## config.mk

```make
export PLATFORM = sky130hd
export DESIGN_NAME = mio_arbiter_flat
export DESIGN_NICKNAME = d
export VERILOG_FILES = /design/src/rtl/mio_pkg.sv /design/src/rtl/mio_arbiter_if.sv /design/src/rtl/mio_arbiter.sv /design/src/flat_wrapper.sv
export SDC_FILE = /design/constraint.sdc
export NUM_CORES = 1
export LEC_CHECK = 0
export ABC_AREA = 1
export CELL_PAD_IN_SITES_DETAIL_PLACEMENT = 1
export CELL_PAD_IN_SITES_GLOBAL_PLACEMENT = 2
export CORE_MARGIN = 1
export CORE_UTILIZATION = 24
export DETAILED_ROUTE_END_ITERATION = 12
export GPL_TIMING_DRIVEN = 0
export PLACE_DENSITY = 0.9
export SETUP_SLACK_MARGIN = 0.5
export SLEW_MARGIN = 20
export SYNTH_ARGS = -nofsm -noshare
export SYNTH_HDL_FRONTEND = slang
export SYNTH_SLANG_ARGS = --single-unit
```

## constraint.sdc

```tcl
create_clock -name clk -period 4.35 [get_ports clk]
set_input_delay 0.435 -clock clk [delete_from_list [all_inputs] [get_ports clk]]
set_output_delay 0.435 -clock clk [all_outputs]
set_load 0.01 [all_outputs]
```

## src/rtl/mio_pkg.sv

```systemverilog
// Shared MIO types: arbiter state encoding, bus-owner encoding and address
// region codes (address bits [31:28]).
// No ports; imported by the arbiter and its interface users.
package mio_pkg;

  typedef enum logic [1:0] {
    IDLE    = 2'd0,
    XFER    = 2'd1,
    RD_WAIT = 2'd2
  } state_t;

  localparam logic OWN_CPU = 1'b0;
  localparam logic OWN_DMA = 1'b1;

  localparam logic [3:0] REGION_RAM   = 4'h0;
  localparam logic [3:0] REGION_BUF   = 4'hC;
  localparam logic [3:0] REGION_VRAM  = 4'hD;
  localparam logic [3:0] REGION_GPIO0 = 4'hE;
  localparam logic [3:0] REGION_GPIO1 = 4'hF;

endpackage

```

## src/rtl/mio_arbiter_if.sv

```systemverilog
// Bundle of the CPU port, DMA port and MIO bus-side signals of mio_arbiter.
// Ports: none; modport slave is the arbiter view, modport master is the
// environment view (both masters plus the bus decoder returning read data).
interface mio_arbiter_if;

  logic        cpu_req;
  logic        cpu_we;
  logic [31:0] cpu_addr;
  logic [31:0] cpu_wdata;
  logic        cpu_ack;
  logic [31:0] cpu_rdata;
  logic        cpu_rvalid;

  logic        dma_req;
  logic        dma_we;
  logic [31:0] dma_addr;
  logic [31:0] dma_wdata;
  logic        dma_last;
  logic        dma_ack;
  logic [31:0] dma_rdata;
  logic        dma_rvalid;

  logic [31:0] addr_bus;
  logic [31:0] bus_wdata;
  logic        bus_we;
  logic [31:0] bus_rdata;
  logic        owner;

  modport slave (
    input  cpu_req, cpu_we, cpu_addr, cpu_wdata,
    output cpu_ack, cpu_rdata, cpu_rvalid,
    input  dma_req, dma_we, dma_addr, dma_wdata, dma_last,
    output dma_ack, dma_rdata, dma_rvalid,
    output addr_bus, bus_wdata, bus_we, owner,
    input  bus_rdata
  );

  modport master (
    output cpu_req, cpu_we, cpu_addr, cpu_wdata,
    input  cpu_ack, cpu_rdata, cpu_rvalid,
    output dma_req, dma_we, dma_addr, dma_wdata, dma_last,
    input  dma_ack, dma_rdata, dma_rvalid,
    input  addr_bus, bus_wdata, bus_we, owner,
    output bus_rdata
  );

endinterface

```

## src/rtl/mio_arbiter.sv

```systemverilog
// Two-master (CPU, DMA) arbiter sharing the single MIO bus port.
// Latency: ack same cycle as request, bus driven next cycle, read data
// registered two cycles after that. Backpressure: a master holds req and
// payload until its ack; acks only appear while the bus is free.
// Ports: clk, rst_n (async active-low), io (mio_arbiter_if.slave).
module mio_arbiter
  import mio_pkg::*;
#(
  parameter int STARVE_LIM = 8,
  parameter int MAX_BURST  = 16
) (
  input logic         clk,
  input logic         rst_n,
  mio_arbiter_if.slave io
);

  localparam int WAIT_W  = $clog2(STARVE_LIM + 1);
  localparam int BURST_W = $clog2(MAX_BURST + 1);

  state_t             state_q, state_d;
  logic [31:0]        addr_q, addr_d;
  logic [31:0]        wdata_q, wdata_d;
  logic               we_q, we_d;
  logic               owner_q, owner_d;
  logic [WAIT_W-1:0]  dma_wait_q, dma_wait_d;
  logic               dma_lock_q, dma_lock_d;
  logic [BURST_W-1:0] burst_cnt_q, burst_cnt_d;
  logic [31:0]        cpu_rdata_q, cpu_rdata_d;
  logic [31:0]        dma_rdata_q, dma_rdata_d;
  logic               cpu_rvalid_q, cpu_rvalid_d;
  logic               dma_rvalid_q, dma_rvalid_d;

  logic               bus_free;
  logic               starved;
  logic               dma_win;
  logic               cpu_ack_c;
  logic               dma_ack_c;
  logic [BURST_W-1:0] burst_nxt;

  always_comb begin
    state_d      = state_q;
    addr_d       = addr_q;
    wdata_d      = wdata_q;
    we_d         = we_q;
    owner_d      = owner_q;
    dma_wait_d   = dma_wait_q;
    dma_lock_d   = dma_lock_q;
    burst_cnt_d  = burst_cnt_q;
    cpu_rdata_d  = cpu_rdata_q;
    dma_rdata_d  = dma_rdata_q;
    cpu_rvalid_d = 1'b0;
    dma_rvalid_d = 1'b0;
    cpu_ack_c    = 1'b0;
    dma_ack_c    = 1'b0;
    burst_nxt    = burst_cnt_q + BURST_W'(1);

    // A read in XFER occupies the bus for its RAM latency cycle; a write
    // or the latency cycle itself can overlap the next grant.
    bus_free = (state_q == IDLE) || (state_q == RD_WAIT) ||
               ((state_q == XFER) && we_q);
    starved  = dma_wait_q >= WAIT_W'(STARVE_LIM);
    // DMA wins when locked in a burst, starved, or uncontested.
    dma_win  = io.dma_req && (dma_lock_q || starved || !io.cpu_req);

    if (bus_free) begin
      dma_ack_c = dma_win;
      cpu_ack_c = io.cpu_req && !dma_win;
    end

    if (!bus_free) begin
      state_d = RD_WAIT;
    end else if (cpu_ack_c || dma_ack_c) begin
      state_d = XFER;
    end else begin
      state_d = IDLE;
    end

    if (dma_ack_c) begin
      addr_d  = io.dma_addr;
      wdata_d = io.dma_wdata;
      we_d    = io.dma_we;
      owner_d = OWN_DMA;
    end else if (cpu_ack_c) begin
      addr_d  = io.cpu_addr;
      wdata_d = io.cpu_wdata;
      we_d    = io.cpu_we;
      owner_d = OWN_CPU;
    end

    // owner_q still names the read's master here: a grant taken in this
    // same cycle only updates owner_q at the closing edge.
    if (state_q == RD_WAIT) begin
      if (owner_q == OWN_DMA) begin
        dma_rdata_d  = io.bus_rdata;
        dma_rvalid_d = 1'b1;
      end else begin
        cpu_rdata_d  = io.bus_rdata;
        cpu_rvalid_d = 1'b1;
      end
    end

    if (dma_ack_c) begin
      dma_wait_d = '0;
    end else if (io.dma_req && (dma_wait_q != WAIT_W'(STARVE_LIM))) begin
      dma_wait_d = dma_wait_q + WAIT_W'(1);
    end

    // The beat that opens a burst is counted, so MAX_BURST acks in total
    // end the lock and let a waiting CPU in.
    if (dma_ack_c) begin
      if (io.dma_last || (burst_nxt == BURST_W'(MAX_BURST))) begin
        dma_lock_d  = 1'b0;
        burst_cnt_d = '0;
      end else begin
        dma_lock_d  = 1'b1;
        burst_cnt_d = burst_nxt;
      end
    end
  end

  always_ff @(posedge clk or negedge rst_n) begin
    if (!rst_n) begin
      state_q      <= IDLE;
      addr_q       <= '0;
      wdata_q      <= '0;
      we_q         <= 1'b0;
      owner_q      <= OWN_CPU;
      dma_wait_q   <= '0;
      dma_lock_q   <= 1'b0;
      burst_cnt_q  <= '0;
      cpu_rdata_q  <= '0;
      dma_rdata_q  <= '0;
      cpu_rvalid_q <= 1'b0;
      dma_rvalid_q <= 1'b0;
    end else begin
      state_q      <= state_d;
      addr_q       <= addr_d;
      wdata_q      <= wdata_d;
      we_q         <= we_d;
      owner_q      <= owner_d;
      dma_wait_q   <= dma_wait_d;
      dma_lock_q   <= dma_lock_d;
      burst_cnt_q  <= burst_cnt_d;
      cpu_rdata_q  <= cpu_rdata_d;
      dma_rdata_q  <= dma_rdata_d;
      cpu_rvalid_q <= cpu_rvalid_d;
      dma_rvalid_q <= dma_rvalid_d;
    end
  end

  assign io.cpu_ack    = cpu_ack_c;
  assign io.dma_ack    = dma_ack_c;
  assign io.cpu_rdata  = cpu_rdata_q;
  assign io.dma_rdata  = dma_rdata_q;
  assign io.cpu_rvalid = cpu_rvalid_q;
  assign io.dma_rvalid = dma_rvalid_q;
  // Bus outputs decode straight from registered state so an async reset
  // removes the strobe and address without waiting for a clock.
  assign io.addr_bus   = (state_q == IDLE) ? '0 : addr_q;
  assign io.bus_wdata  = (state_q == IDLE) ? '0 : wdata_q;
  assign io.bus_we     = (state_q == XFER) && we_q;
  assign io.owner      = owner_q;

endmodule

```

## src/flat_wrapper.sv

```systemverilog
// flat-port wrapper written by rule: the top's interface ports become plain ports
module mio_arbiter_flat import mio_pkg::*;
#(
  parameter int STARVE_LIM = 8,
  parameter int MAX_BURST  = 16
)
  (clk, rst_n, io_cpu_req, io_cpu_we, io_cpu_addr, io_cpu_wdata, io_cpu_ack, io_cpu_rdata, io_cpu_rvalid, io_dma_req, io_dma_we, io_dma_addr, io_dma_wdata, io_dma_last, io_dma_ack, io_dma_rdata, io_dma_rvalid, io_addr_bus, io_bus_wdata, io_bus_we, io_owner, io_bus_rdata);
  mio_arbiter_if io_i ();
  input logic clk;
  input logic rst_n;
  input wire logic [$bits(io_i.cpu_req)-1:0] io_cpu_req;
  input wire logic [$bits(io_i.cpu_we)-1:0] io_cpu_we;
  input wire logic [$bits(io_i.cpu_addr)-1:0] io_cpu_addr;
  input wire logic [$bits(io_i.cpu_wdata)-1:0] io_cpu_wdata;
  output wire logic [$bits(io_i.cpu_ack)-1:0] io_cpu_ack;
  output wire logic [$bits(io_i.cpu_rdata)-1:0] io_cpu_rdata;
  output wire logic [$bits(io_i.cpu_rvalid)-1:0] io_cpu_rvalid;
  input wire logic [$bits(io_i.dma_req)-1:0] io_dma_req;
  input wire logic [$bits(io_i.dma_we)-1:0] io_dma_we;
  input wire logic [$bits(io_i.dma_addr)-1:0] io_dma_addr;
  input wire logic [$bits(io_i.dma_wdata)-1:0] io_dma_wdata;
  input wire logic [$bits(io_i.dma_last)-1:0] io_dma_last;
  output wire logic [$bits(io_i.dma_ack)-1:0] io_dma_ack;
  output wire logic [$bits(io_i.dma_rdata)-1:0] io_dma_rdata;
  output wire logic [$bits(io_i.dma_rvalid)-1:0] io_dma_rvalid;
  output wire logic [$bits(io_i.addr_bus)-1:0] io_addr_bus;
  output wire logic [$bits(io_i.bus_wdata)-1:0] io_bus_wdata;
  output wire logic [$bits(io_i.bus_we)-1:0] io_bus_we;
  output wire logic [$bits(io_i.owner)-1:0] io_owner;
  input wire logic [$bits(io_i.bus_rdata)-1:0] io_bus_rdata;
  assign io_i.cpu_req = io_cpu_req;
  assign io_i.cpu_we = io_cpu_we;
  assign io_i.cpu_addr = io_cpu_addr;
  assign io_i.cpu_wdata = io_cpu_wdata;
  assign io_cpu_ack = io_i.cpu_ack;
  assign io_cpu_rdata = io_i.cpu_rdata;
  assign io_cpu_rvalid = io_i.cpu_rvalid;
  assign io_i.dma_req = io_dma_req;
  assign io_i.dma_we = io_dma_we;
  assign io_i.dma_addr = io_dma_addr;
  assign io_i.dma_wdata = io_dma_wdata;
  assign io_i.dma_last = io_dma_last;
  assign io_dma_ack = io_i.dma_ack;
  assign io_dma_rdata = io_i.dma_rdata;
  assign io_dma_rvalid = io_i.dma_rvalid;
  assign io_addr_bus = io_i.addr_bus;
  assign io_bus_wdata = io_i.bus_wdata;
  assign io_bus_we = io_i.bus_we;
  assign io_owner = io_i.owner;
  assign io_i.bus_rdata = io_bus_rdata;
  mio_arbiter #(.STARVE_LIM(STARVE_LIM), .MAX_BURST(MAX_BURST)) u_core (.clk(clk), .rst_n(rst_n), .io(io_i));
endmodule
```

# After elaboration in Yosys (flattened, before gate mapping)
# Index checks and enable logic that the tools add are counted.
dict set report totals {
  in_bits 167
  out_inout_bits 134
  wordCells 59
  regBits 144
}
dict set report classes {
  n_eq_ne 4
  n_addsub 2
  mux 22
  bitwise 1
  n_reduce_logical 17
  magnitude_cmp 1
}
# op n
set ops {}
lappend ops {{$mux 32} 6}
lappend ops {{$mux 1} 12}
lappend ops {{$mux 4} 2}
lappend ops {{$logic_or 1x1->1} 6}
lappend ops {{$add 5x1->5 const B} 1}
lappend ops {{$eq 5x5->1 const B} 1}
lappend ops {{$mux 5} 1}
lappend ops {{$add 4x1->4 const B} 1}
lappend ops {{$ge 4x4->1 const B} 1}
lappend ops {{$logic_and 1x1->1} 4}
lappend ops {{$ne 4x4->1 const B} 1}
lappend ops {{$reduce_and 2->1} 2}
lappend ops {{$reduce_bool 2->1} 2}
lappend ops {{$eq 2x1->1 const B} 1}
lappend ops {{$eq 2x2->1 const B} 1}
lappend ops {{$logic_not 1->1} 2}
lappend ops {{$logic_not 2->1} 1}
lappend ops {{$mux 2} 1}
lappend ops {{$not 1->1} 1}

# Longest topological paths before layout
dict set report depth {
  word_depth 10
  depth_mapped 9
  depth_no_buf 8
}

# Worst setup path before layout
# Ideal clock, no wire load.
dict set report synth_path {
  path_kind {reg-to-output}
  start {reg u_core.state_q[0]}
  end {out io_addr_bus[0]}
  required_time_ns 3.915
  t_arrival_ns 1.191
  n_path_buf 1
  setup_slack_ns 2.724
  stages_incl_launch_ff 4
  cell_sequence {dfrtp_1 > nor2_1 > clkbuf_1 > nor2_1}
}
dict set report synth_between {
  elab_chain_cells 2
}
# item line_no
set synth_lines {}
lappend synth_lines {{start: declaration} mio_arbiter.sv:20} ;# state_t state_q, state_d;
lappend synth_lines {{start signal: assignment} mio_arbiter.sv:136} ;# state_q <= state_d;
lappend synth_lines {{$logic_not 2->1} mio_arbiter.sv:159} ;# assign io.addr_bus = (state_q == IDLE) ? '0 : addr_q;
lappend synth_lines {{$mux 32} mio_arbiter.sv:159}
lappend synth_lines {{end: declaration} flat_wrapper.sv:26} ;# output wire logic [$bits(io_i.addr_bus)-1:0] io_addr_bus;
# Every way passes these cells.

# Worst setup path in the final report
dict set report layout_path {
  start {reg u_core.state_q[0]}
  end {out io_bus_wdata[17]}
}
dict set report layout_between {
  elab_chain_cells 2
}
# item line_no
set layout_lines {}
lappend layout_lines {{$logic_not 2->1} mio_arbiter.sv:160} ;# assign io.bus_wdata = (state_q == IDLE) ? '0 : wdata_q;
lappend layout_lines {{$mux 32} mio_arbiter.sv:160}
lappend layout_lines {{end: declaration} flat_wrapper.sv:27} ;# output wire logic [$bits(io_i.bus_wdata)-1:0] io_bus_wdata;
# Every way passes these cells.

==> metrics.yaml <==
grt:
  grt_pass1_wl_um: 42500
  grt_usage_pct: 17.8
  gr-total-overflow: 0
  grt_pass1_vias: 7762
  grt_max_degree: 91
  antenna_found_initial: 0
detailed_routing:
  drc_errors: 0
  ant_nets: 0
  routed_wl_um: 26200
  viasPerCell: 4.18
  drt-wirelength-per-cell_um: 15.1
  vias: 7232
  drtPass1Iterations: 4
  drtIter0Drc: 264
final_layout:
  fin_nets: 1505
  syn2layout_area_growth_pct: 57.7
  final_common_cell: "nand2_1"
  most-common-layout-cells: "nand2_1 (349), clkdlybuf4s50_1 (299), inv_1 (238), dfrtp_1 (144), o21ai_1 (74)"
  final-instance-count-excl-fill: 1732
  diodes: 0
  drive_above_1_share_pct: 4.75
min_path:
  hold_path.class: "flop to flop"
logic_synthesis:
  synth_cell_type_count: 22
  syn_nets: 1184
  synth_edf_count: 0
  synth.ff_latch_count: 144
  synth-async-reset-ratio_pct: 100
  synthesis.area_um2: 7190
  seq_area_frac_synth_pct: 50.1
  yosys_warnings: 0
  syn-instance-count: 1014
  ys.flop_type: "dfrtp_1"
  syn_avg_cell_area_um2: 7.09
setup_path:
  crit_fanout: 10
  critPathKind: "flop to output pin"
  cp_data_arrival_time_ps: 2690
  start_kind: "flop"
  critPathMaxStageDelay_ps: 700
  crit_slowest_cell: "nor2_1"
  worstPathCellList: "nor2_1 -> clkbuf_1 -> nor2_1 -> clkdlybuf4s50_1"
  crit_required_ps: 3910
  path_common_cell: "nor2_1"
  worstSetupEndpointType: "output pin"
sta:
  setup_violations: 0
  grt_setup_unrepaired: "no"
  fin_worst_skew_ps: 13.5
  finalCriticalPeriod_ps: 3130
  tightest_slew_ps: 896
  timing.fmax_mhz: 320
  timing.final.crit_share_pct: 71.9
  finalSetupTns_ps: 0
  hold_viol_final: 0
  slew_violations: 0
  slew_headroom_pct: 40.0
cts:
  clock_sink_count: 144
  clk_latency_ps: 420
  clockBufferDepth: 2
  cts_tree: "built"
  post_cts_buffers: 0
  htreeDepth: 4
  cts_root_buffer: "clkbuf_16"
  numCtsBuffers: 17
  clk_pin_slew_ps: 60
pwr:
  power.internal_mw: 4.91
  ir_worst_vdd_mv: 0.254
  pwr-share-clk_pct: 19.6
  p_per_area_nw_per_um2: 715
  leakage_nw: 5.91
  combPwrFrac_pct: 50.9
  p_sw_mw: 3.20
  netSwitchingFraction_pct: 39.5
  pwr-share-seq_pct: 29.5
placed_design:
  dpl.hpwl_um: 19900
  dp_cells: 1699
  gp_congestion: 0.814
  portBuffers: 300
run:
  cap_violations: 0
die:
  initial_utilization_pct: 24.7
  ios: 301
  die_h_um: 175
  placeableCoreArea_um2: 29100
  row_count: 62
  die-area_um2: 30600
  die_w_um: 175
run_status:
  status: "finished, final reports clean"
worst max-delay path, delay by kind of cell (launching register included):
family,cells,cell delay [ps]
flip-flops,1,440
AND/OR/NAND/NOR,2,810
buffers and inverters,2,1040
power groups by stage:
| stage | Sequential (mW) | Clock [mW] | Combinational, mW |
|---|---|---|---|
| floorplan | 2.48 | 0 | 1.83 |
| global placement | 2.38 | 0 | 4.13 |
| detailed placement | 2.41 | 0 | 4.21 |
| CTS | 2.39 | 1.63 | 4.24 |
| global route | 2.48 | 1.69 | 4.64 |
| finish | 2.39 | 1.59 | 4.13 |
per-layer routing:
layer	share of wire (%)	GRT usage, %	vias up
met5	0	0	-
met4	0.98	4.17	0
met3	7.2	4.92	12
met2	47	30.3	230
met1	45	22.3	3398
li1	-	-	3592
cell type report:
class                           instances  area (µm²)
Buffer                                 47         236
Clock buffer                           19         443
Clock inverter                         13         178
Fill cell                            3556       17800
Inverter                              243         912
Multi-Input combinational cell        580        2430
Sequential cell                       144        3600
Tap cell                              384         480
Timing Repair Buffer                  302        3050
final timing paths:
path                            depth (start not counted)  slack (ps)                                   to                            from
worst max-delay path                                    4        1220                     io_bus_wdata[17]     u_core.state_q[0]$_DFF_PN0_
worst min-delay path                                    2         480       u_core.wdata_q[31]$_DFFE_PN0P_  u_core.wdata_q[31]$_DFFE_PN0P_
worst max register to register                          8        2480        u_core.wdata_q[2]$_DFFE_PN0P_     u_core.state_q[1]$_DFF_PN0_
worst min register to register                          2         480       u_core.wdata_q[31]$_DFFE_PN0P_  u_core.wdata_q[31]$_DFFE_PN0P_
max in group asynchronous                               3        2980          u_core.state_q[1]$_DFF_PN0_                           rst_n
min in group asynchronous                               2         520  u_core.io.dma_rdata[26]$_DFFE_PN0P_                           rst_n
per-stage QoR:
step	utilization (%)	cell area [µm²]	worst slack (ps)	power, mW	hold slack, ps
finish	39.0	11300	1220	8.11	476
floorplan	-	7190	2720	4.31	139
global placement	36.7	10700	-3410	6.52	462
detailed placement	36.8	10700	1440	6.62	392
CTS	39.0	11300	1000	8.27	483
global route	39.0	11300	940	8.81	498
synthesized netlist by cell type (2+ instances only):
library cell	count	area, µm²
nor3_2	2	20.0
buf_4	12	90.1
inv_1	238	893
ha_1	3	37.5
nand2_2	2	12.5
clkbuf_1	28	105
nand3_1	15	75.1
buf_2	6	30.0
inv_2	5	18.8
o21ai_0	58	290
nand2_1	349	1310
a21oi_1	2	10.0
dfrtp_1	144	3600
o21ai_1	74	370
nor2_1	69	259
what timing repair did:
item / 4_1_cts / 5_1_grt
endpoints found under the hold margin: 54 / 0
hold buffers: 1 / 0
resized for setup: 0 / 0
state kept, by name, summed over array words and instances (netlist names):
signal,flops
u_core.addr_q,32
u_core.io.cpu_rvalid,1
u_core.dma_lock_q,1
u_core.io.cpu_rdata,32
u_core.io.dma_rvalid,1
u_core.dma_wait_q,4
u_core.io.dma_rdata,32
u_core.wdata_q,32
u_core.io.owner,1
u_core.burst_cnt_q,5
u_core.state_q,2
u_core.we_q,1
kinds of logic (layout without fill, tap and decap cells):
| group | Yosys count | after routing | synth area share, % |
|---|---|---|---|
| AND/OR/NAND/NOR | 441 | 441 | 23.8 |
| flip-flops | 144 | 144 | 50.1 |
| AO/OA/AOI/OAI | 135 | 135 | 9.45 |
| adder cells (fa/ha/maj) | 3 | 3 | 0.522 |
| buffers and inverters | 290 | 624 | 16.0 |
| XOR/XNOR | 1 | 1 | 0.122 |
No activity file was read; power rests on OpenSTA's default activity.
